[src/rtl/uart_cmd_pkg.sv]
// Shared types and constants for the copter-side UART command endpoint.
// Optional inter-byte timeout is enabled with the UART_CMD_TIMEOUT_EN macro.
package uart_cmd_pkg;

   typedef enum logic [1:0] {WAIT_CMD, WAIT_HI, WAIT_LO} pkt_state_t;
   typedef enum logic {IDLE, SHIFT} tx_state_t;

   localparam logic [7:0] POS_ACK      = 8'hA5;
   localparam int         TIMEOUT_CLKS = 1_000_000;

endpackage

[src/rtl/uart_cmd_wrapper_rx.sv]
// uart_rx_byte: RX synchronizer, start-edge detect, baud timing and deserializer.
// Emits each well-framed byte on rx_data with a one-cycle rx_rdy strobe.
module uart_rx_byte #(
   parameter int BAUD_DIV = 2604,
   parameter int HALF_DIV = BAUD_DIV / 2
) (
   input  logic       clk,
   input  logic       rst,
   input  logic       rx,
   output logic [7:0] rx_data,
   output logic       rx_rdy
);

   localparam int CW = $clog2(BAUD_DIV);

   logic          rx_s1, rx_s2, rx_prev;
   logic          busy;
   logic [CW-1:0] cnt;
   logic [3:0]    bit_idx;
   logic [7:0]    shreg;
   logic          sample;

   // bit_idx 0 is the start-bit midpoint, 1..8 data bits, 9 the stop bit
   assign sample = busy && (cnt == ((bit_idx == 4'd0) ? CW'(HALF_DIV - 1) : CW'(BAUD_DIV - 1)));

   // NOTE: sequential state uses non-blocking assignments so every flop samples pre-edge values.
   always_ff @(posedge clk or posedge rst) begin
      if (rst) begin
         rx_s1   <= 1'b1;
         rx_s2   <= 1'b1;
         rx_prev <= 1'b1;
         busy    <= 1'b0;
         cnt     <= '0;
         bit_idx <= '0;
         shreg   <= '0;
         rx_data <= '0;
         rx_rdy  <= 1'b0;
      end else begin
         rx_s1   <= rx;
         rx_s2   <= rx_s1;
         rx_prev <= rx_s2;
         rx_rdy  <= 1'b0;
         if (!busy) begin
            if (rx_prev && !rx_s2) begin
               busy    <= 1'b1;
               cnt     <= '0;
               bit_idx <= '0;
            end
         end else if (!sample) begin
            cnt <= cnt + 1'b1;
         end else begin
            cnt     <= '0;
            bit_idx <= bit_idx + 1'b1;
            if (bit_idx == 4'd0) begin
               if (rx_s2) busy <= 1'b0;   // glitch, not a real start bit
            end else if (bit_idx == 4'd9) begin
               busy <= 1'b0;
               if (rx_s2) begin
                  rx_data <= shreg;
                  rx_rdy  <= 1'b1;
               end
            end else begin
               shreg <= {rx_s2, shreg[7:1]};
            end
         end
      end
   end

endmodule

[src/rtl/uart_cmd_wrapper.sv]
// uart_cmd_wrapper: assembles 3-byte host packets into cmd/data and serializes a response byte.
// Define UART_CMD_TIMEOUT_EN to drop partial packets after an inter-byte silence.
module uart_cmd_wrapper #(
   parameter int BAUD_DIV = 2604,
   parameter int HALF_DIV = BAUD_DIV / 2
) (
   input  logic        clk,
   input  logic        rst,
   input  logic        RX,
   output logic        TX,
   output logic [7:0]  cmd,
   output logic [15:0] data,
   output logic        cmd_rdy,
   input  logic        clr_cmd_rdy,
   input  logic [7:0]  resp,
   input  logic        send_resp,
   output logic        resp_sent,
   output logic        tx_busy
);
   import uart_cmd_pkg::*;

   localparam int CW = $clog2(BAUD_DIV);

   logic [7:0] rx_data;
   logic       rx_rdy;

   uart_rx_byte #(.BAUD_DIV(BAUD_DIV), .HALF_DIV(HALF_DIV)) u_rx (
      .clk     (clk),
      .rst     (rst),
      .rx      (RX),
      .rx_data (rx_data),
      .rx_rdy  (rx_rdy)
   );

   pkt_state_t pkt_state, pkt_next;
   logic [7:0]  cmd_sh, cmd_sh_n, hi_sh, hi_sh_n, cmd_n;
   logic [15:0] data_n;
   logic        rdy_n, timed_out;

`ifdef UART_CMD_TIMEOUT_EN
   logic [19:0] idle_cnt;
   assign timed_out = (pkt_state != WAIT_CMD) && (idle_cnt == 20'(TIMEOUT_CLKS - 1));

   always_ff @(posedge clk or posedge rst) begin
      if (rst)                                          idle_cnt <= '0;
      else if (rx_rdy || timed_out || pkt_state == WAIT_CMD) idle_cnt <= '0;
      else                                              idle_cnt <= idle_cnt + 1'b1;
   end
`else
   assign timed_out = 1'b0;
`endif

   always_ff @(posedge clk or posedge rst) begin
      if (rst) begin
         pkt_state <= WAIT_CMD;
         cmd_sh    <= '0;
         hi_sh     <= '0;
         cmd       <= '0;
         data      <= '0;
         cmd_rdy   <= 1'b0;
      end else begin
         pkt_state <= pkt_next;
         cmd_sh    <= cmd_sh_n;
         hi_sh     <= hi_sh_n;
         cmd       <= cmd_n;
         data      <= data_n;
         cmd_rdy   <= rdy_n;
      end
   end

   // NOTE: every always_comb output gets a default first so no path can infer a latch.
   always_comb begin
      pkt_next = pkt_state;
      cmd_sh_n = cmd_sh;
      hi_sh_n  = hi_sh;
      cmd_n    = cmd;
      data_n   = data;
      rdy_n    = cmd_rdy;
      if (clr_cmd_rdy) rdy_n = 1'b0;
      // completion is evaluated after the clear so it wins a same-cycle tie
      if (rx_rdy) begin
         case (pkt_state)
            WAIT_CMD: begin
               cmd_sh_n = rx_data;
               rdy_n    = 1'b0;
               pkt_next = WAIT_HI;
            end
            WAIT_HI: begin
               hi_sh_n  = rx_data;
               pkt_next = WAIT_LO;
            end
            WAIT_LO: begin
               cmd_n    = cmd_sh;
               data_n   = {hi_sh, rx_data};
               rdy_n    = 1'b1;
               pkt_next = WAIT_CMD;
            end
            default: pkt_next = WAIT_CMD;
         endcase
      end else if (timed_out) begin
         pkt_next = WAIT_CMD;
      end
   end

   tx_state_t   tx_state, tx_next;
   logic [9:0]  tx_shift, shift_n;
   logic [CW-1:0] tx_baud, baud_n;
   logic [3:0]  tx_bit, bit_n;
   logic        sent_n;

   // Idle-high shift register drives TX directly, so reset forces the line high at once
   always_ff @(posedge clk or posedge rst) begin
      if (rst) begin
         tx_state  <= IDLE;
         tx_shift  <= '1;
         tx_baud   <= '0;
         tx_bit    <= '0;
         resp_sent <= 1'b0;
      end else begin
         tx_state  <= tx_next;
         tx_shift  <= shift_n;
         tx_baud   <= baud_n;
         tx_bit    <= bit_n;
         resp_sent <= sent_n;
      end
   end

   always_comb begin
      tx_next = tx_state;
      shift_n = tx_shift;
      baud_n  = tx_baud;
      bit_n   = tx_bit;
      sent_n  = 1'b0;
      case (tx_state)
         IDLE: begin
            if (send_resp) begin
               shift_n = {1'b1, resp, 1'b0};
               baud_n  = '0;
               bit_n   = '0;
               tx_next = SHIFT;
            end
         end
         SHIFT: begin
            if (tx_baud == CW'(BAUD_DIV - 1)) begin
               baud_n = '0;
               if (tx_bit == 4'd9) begin
                  tx_next = IDLE;
                  sent_n  = 1'b1;
                  shift_n = '1;
               end else begin
                  shift_n = {1'b1, tx_shift[9:1]};
                  bit_n   = tx_bit + 1'b1;
               end
            end else begin
               baud_n = tx_baud + 1'b1;
            end
         end
         default: tx_next = IDLE;
      endcase
   end

   assign TX      = tx_shift[0];
   assign tx_busy = (tx_state == SHIFT);

endmodule
[config.mk]
export PLATFORM = sky130hd
export DESIGN_NAME = uart_cmd_wrapper
export DESIGN_NICKNAME = d
export VERILOG_FILES = /design/src/rtl/uart_cmd_pkg.sv /design/src/rtl/uart_cmd_wrapper_rx.sv /design/src/rtl/uart_cmd_wrapper.sv
export SDC_FILE = /design/constraint.sdc
export NUM_CORES = 1
export LEC_CHECK = 0
export ABC_AREA = 1
export BUFFER_PORTS_ARGS = -buffer_cell sky130_fd_sc_hd__buf_2
export CORE_MARGIN = 3
export CORE_UTILIZATION = 50
export CTS_BUF_LIST = sky130_fd_sc_hd__clkbuf_8
export CTS_CLUSTER_DIAMETER = 120
export DETAILED_ROUTE_END_ITERATION = 12
export GPL_ROUTABILITY_DRIVEN = 0
export GPL_TIMING_DRIVEN = 0
export MAX_ROUTING_LAYER = met4
export PLACE_DENSITY_LB_ADDON = 0.2
export RECOVER_POWER = 100
export SLEW_MARGIN = 20
export SYNTH_ARGS = -nofsm -noshare
export SYNTH_HDL_FRONTEND = slang
export SYNTH_HIERARCHICAL = 1
export SYNTH_SLANG_ARGS = --single-unit
[constraint.sdc]
create_clock -name clk -period 3 [get_ports clk]
set_clock_uncertainty 0.15 [all_clocks]
set_input_delay 0.15 -clock clk [delete_from_list [all_inputs] [get_ports clk]]
set_output_delay 0.15 -clock clk [all_outputs]
set_load 0.005 [all_outputs]
Word level (Yosys, flattened, before mapping) --
Index checks and enable logic that the tools add are counted.
Operators by class: add/subtract/negate cells 4, shifts and indexed selects 0, bitwise gates (word level) 3, equal/unequal tests 10, reductions and logical operators 14, $lt $le $gt $ge 0, divide/modulo/power cells 0, muxes and demuxes 40, $mul 0
Operators by type and width (number):
- two-way mux 12 bit | 6
- adder 12 x 1 -> 12 bit, second input constant | 2
- two-way mux 4 bit | 6
- one-hot mux 12 bit (2 select lines) | 1
- two-way mux 10 bit | 2
- one-hot mux 10 bit (2 select lines) | 1
- two-way mux 1 bit | 19
- == test 12 bit | 1
- == test 12 bit, second input constant | 1
- AND reduction 2 bit | 5
- two-way mux 9 bit | 1
- adder 4 x 1 -> 4 bit, second input constant | 2
- == test 4 bit, second input constant | 2
- one-hot mux 4 bit (2 select lines) | 1
- inequality test 2 bit, second input constant | 3
- AND reduction 5 bit | 1
- logical NOT 4 bit | 1
- one-hot mux 1 bit (2 select lines) | 2
- one-hot mux 2 bit (2 select lines) | 1
- AND reduction 4 bit | 1
- NOT 1 bit | 3
- AND reduction 3 bit | 1
- == test 2 x 1 -> 1 bit, second input constant | 1
- == test 2 bit, second input constant | 1
- other kinds (5) | 6
Word-level totals: latch bits 0, memory bits (writable) 0, register bits 108, memories 0, memory bits (read-only) 0, output and inout port bits 28

Logic depth before layout (Yosys ltp) --
word-level depth 6, depth in mapped cells 11, mapped depth without buffers 11

By module --
The synthesis kept the hierarchy.
Modules (own cells, without submodules):
- uart_cmd_wrapper | area an instance 3067.9 um2, times used 1, cells an instance 311
- uart_rx_byte | area an instance 2014.4 um2, times used 1, cells an instance 259

Least setup slack after synthesis --
Ideal clock, no wire load.
path type register to register, start register u_rx.bit_idx[0], end register u_rx.rx_data[1], clock period less this slack 1.672 ns, data arrival time 1.405 ns, stages on the path, launching flop included 10, slack 1.328 ns, library setup time 0.117 ns, cell sequence dfrtp_1 -> inv_1 -> ha_1 -> nand2_2 -> nor2_2 -> nor2_4 -> nand4_4 -> buf_6 -> nor2_1 -> nor2_1
Between the ends: cells in the longest elaborated chain, start to end 5, elaborated cells between the ends (all ways) 7, classes of those cells eq/ne: 2; mux: 1; bitwise: 1; reduce/logical: 3
RTL lines:
- from (decl) | line uart_cmd_wrapper_rx.sv:19 | logic [3:0] bit_idx;
- from (signal assigned) | line uart_cmd_wrapper_rx.sv:53 | bit_idx <= bit_idx + 1'b1;
- logical NOT 4 bit | line uart_cmd_wrapper_rx.sv:24, uart_cmd_wrapper_rx.sv:54
- two-way mux 12 bit | line uart_cmd_wrapper_rx.sv:24 | assign sample = busy && (cnt == ((bit_idx == 4'd0) ? CW'(HALF_DIV - 1) : CW'(BAUD_DIV - 1)));
- == test 12 bit | line uart_cmd_wrapper_rx.sv:24
- logical AND 1 bit | line uart_cmd_wrapper_rx.sv:24
- AND reduction 5 bit (no source line) (*)
- to (signal assigned) | line uart_cmd_wrapper_rx.sv:59 | rx_data <= shreg;
- to (decl) | line uart_cmd_wrapper_rx.sv:10 | output logic [7:0] rx_data,
Every way passes the cells marked *; elsewhere a longest branch is shown, timed or not. A chain may end at the register's enable or synchronous reset.

Final worst setup path --
start register u_rx.bit_idx[0], end register u_rx.shreg[7]
Between the ends: cells in the longest elaborated chain, start to end 5, elaborated cells between the ends (all ways) 8, classes of those cells eq/ne: 2; mux: 1; bitwise: 2; reduce/logical: 3
RTL lines:
- logical NOT 4 bit | line uart_cmd_wrapper_rx.sv:24, uart_cmd_wrapper_rx.sv:54
- two-way mux 12 bit | line uart_cmd_wrapper_rx.sv:24
- == test 12 bit | line uart_cmd_wrapper_rx.sv:24
- logical AND 1 bit | line uart_cmd_wrapper_rx.sv:24
- AND reduction 4 bit (no source line) (*)
- to (signal assigned) | line uart_cmd_wrapper_rx.sv:63 | shreg <= {rx_s2, shreg[7:1]};
- to (decl) | line uart_cmd_wrapper_rx.sv:20 | logic [7:0] shreg;
Marks and branches as above.

==> results_dict.tcl <==
set metrics [dict create \
    status "completed" \
    crit_path_end_kind "flop" \
    via_per_inst 4.91 \
    dieArea_um2 11400 \
    grt_setup_unrepaired "no" \
    grt_max_degree 61 \
    seq_area_frac_synth 0.530 \
    avgSynthCellArea_um2 8.92 \
    maxSlewHeadroom 0.0528 \
    grt_pass1_wl_um 17500 \
    final_core_utilization 0.574 \
    p_leak_nw 2.88 \
    cp.required_ns 3.11 \
    initial_utilization 0.518 \
    fin_ws_ns 0.732 \
    drtPass1Iterations 4 \
    crit_family "simple AND/OR/NAND/NOR gates" \
    irDropWorstVdd_mv 0.463 \
    critical_path.max_fanout 10 \
    yosys_most_used_dff "dfrtp_1" \
    criticalPathCategory "flop to flop" \
    drive_above_1_share 0.138 \
    hpwlAfterDp_um 7130 \
    core_area_um2 9820 \
    cts.sinks 107 \
    use_met2 0.327 \
    fill_cells 907 \
    maxSlewViolCount 0 \
    syn2layout_area_growth_pct 10.8 \
    tightestPinTransition_ns 1.42 \
    synth.cell_area_um2 5080 \
    die_h_um 107 \
    multi_input_area_um2 1860 \
    rows 36 \
    setup_tns_ns 0 \
    antenna_found_initial 0 \
    insertedDiodeCount 0 \
    regArea_um2 2690 \
    crit_chain "inv_1 > ha_1 > nand2_1 > nor2_2 > nor2_1 > nand4_1 > buf_6 > nor2_1 > nor2_1" \
    period_share 0.756 \
    cp_data_arrival_time_ns 2.38 \
    fin_nets 655 \
    track_usage 0.194 \
    cts_resized 0 \
    slowest_delay_ns 0.45 \
    cts_max_level 3 \
    met3_usage 0.0470 \
    crit_buf_inv 2 \
    synthCells 570 \
    synth_warnings 6 \
    min_period_ns 2.27 \
    fp.dieW_um 107 \
    layout_commonest_cell "nand2_1" \
    cp_common_cell "nor2_1" \
    cellPowerDensity_nw_per_um2 594 \
    clk_pin_slew_worst_paths_ns 0.10 \
    dpl.cell_count 744 \
    max_freq_mhz 441 \
    ys_ff_latch 107 \
    worst_path_max_delay_cell "dfrtp_1" \
    root_buffer "clkbuf_8" \
    io_pins 41 \
    worstHoldPathType "primary input to asynchronous set/reset pin" \
    cts_inserted_buffers 9 \
    r2r_slack_ns 0.73 \
    pre_cts_slack_ns 1.06 \
    num_vias 3793 \
    stdcell_count 773 \
    hold_viol_final 0 \
    finalSetupViolCount 0 \
    overflow 0 \
    dr.first_iter.drc_count 294 \
    start_kind "flop" \
    ys_types 32 \
    drt.antenna.violating_nets 0 \
    worst-path-stages 9 \
    met1_usage 0.241 \
    io_buffers 40 \
    grt.busiest_layer "met2" \
    synth_edf_count 0 \
    wirelength_um 9960 \
    cts.path.max_buffers 2 \
    syn_nets 590 \
    drc 0 \
    cts_tree "built" \
    grt_pass1_vias 3761 \
    layout_common_cells "nand2_1 (126), dfrtp_1 (95), inv_1 (82)" \
    r2r_cells 9 \
    wl_per_cell_um 12.9 \
    clock_latency_ns 0.36 \
    maxCapViolations 0 \
    ys_async_sr_fraction 1.00 \
]
-- cell usage after synthesis, types with 7 or more instances --
| master | count | area share |
|---|---|---|
| inv_1 | 80 | 0.059 |
| dfstp_2 | 12 | 0.062 |
| nand2_2 | 14 | 0.017 |
| nand3_1 | 32 | 0.032 |
| dfrtp_1 | 95 | 0.47 |
| xor2_1 | 12 | 0.021 |
| o22ai_1 | 20 | 0.025 |
| o21ai_0 | 35 | 0.034 |
| nand2_1 | 118 | 0.087 |
| mux2_1 | 13 | 0.029 |
| nor2_1 | 61 | 0.045 |
| o21ai_2 | 8 | 0.014 |
| ha_1 | 7 | 0.017 |
| inv_2 | 9 | 0.0066 |
-- layout make-up --
class,instances,area share
inverter,91,0.0609
clock inverter,6,0.00600
multi-input combinational,358,0.329
tap,133,0.0295
sequential,107,0.478
buffer,14,0.0151
clock buffer,10,0.0244
timing repair buffer,54,0.0566
-- worst register-to-register path: stages, from the launching register on --
cell     delay (ns)
dfrtp_1        0.45
inv_1          0.07
ha_1           0.19
nand2_1        0.18
nor2_2         0.07
nor2_1         0.28
nand4_1        0.37
buf_6          0.27
nor2_1         0.10
nor2_1         0.05
-- worst paths after layout --
kind                                        startpoint                         to
max                        u_rx/bit_idx[0]$_DFFE_PP0P_  u_rx/shreg[7]$_DFFE_PP0P_
max in group asynchronous                          rst         cmd[3]$_DFFE_PP0P_
min reg2reg                       u_rx/rx_s1$_DFF_PP1_       u_rx/rx_s2$_DFF_PP1_
min                                                rst     tx_baud[9]$_DFFE_PP0P_
max reg2reg                u_rx/bit_idx[0]$_DFFE_PP0P_  u_rx/shreg[7]$_DFFE_PP0P_
min in group clk                  u_rx/rx_s1$_DFF_PP1_       u_rx/rx_s2$_DFF_PP1_
-- kinds of logic (layout without fill, tap and decap cells) --
kind of cell	count (synthesis)	in the layout	synth area share
xor gates and xnor gates	16	16	0.0276
muxes	16	16	0.0354
and+or+nand+nor	249	249	0.224
DFF	107	107	0.530
adders and majority gates	7	7	0.0172
buffers and inverters	105	175	0.0862
AOI/OAI and AO/OA	70	70	0.0803
-- sequential cells by signal (all words and copies together), names as in the netlist, 8 cells and up --
name / count
u_rx/shreg: 8
cmd: 8
tx_baud: 12
u_rx/rx_data: 8
tx_shift: 9
u_rx/cnt: 12
cmd_sh: 8
data: 16
hi_sh: 8
-- report_power, final --
part / internal (mW) / total [mW] / switching (mW)
Clock: 0.319 / 0.785 / 0.466
Combinational: 0.296 / 0.753 / 0.457
Sequential: 1.63 / 1.81 / 0.180
-- stage by stage --
stage	total power, mW	area [um^2]	hold slack, ns
4_1_cts	3.44	5780	0.0914
3_3_place_gp	2.58	5450	0.106
3_5_place_dp	2.63	5480	-0.0571
6_report	3.34	5630	0.186
2_1_floorplan	2.45	5080	0.00448
5_1_grt	3.60	5630	0.226
-- per-layer routing --
metal | wire, um | vias up | part of all wire
met1 | 4550 | 1804 | 0.46
met3 | 362 | 9 | 0.036
met2 | 4960 | 62 | 0.50
met5 | 0 | - | 0
li1 | - | 1918 | -
met4 | 93 | 0 | 0.0093
-- what timing repair did --
item / in CTS / in global routing
hold buffers: 13 / 0
hold endpoints to repair: 112 / 0
buffers inserted: 0 / 0
Note: power is estimated with default switching activity, not from simulation.
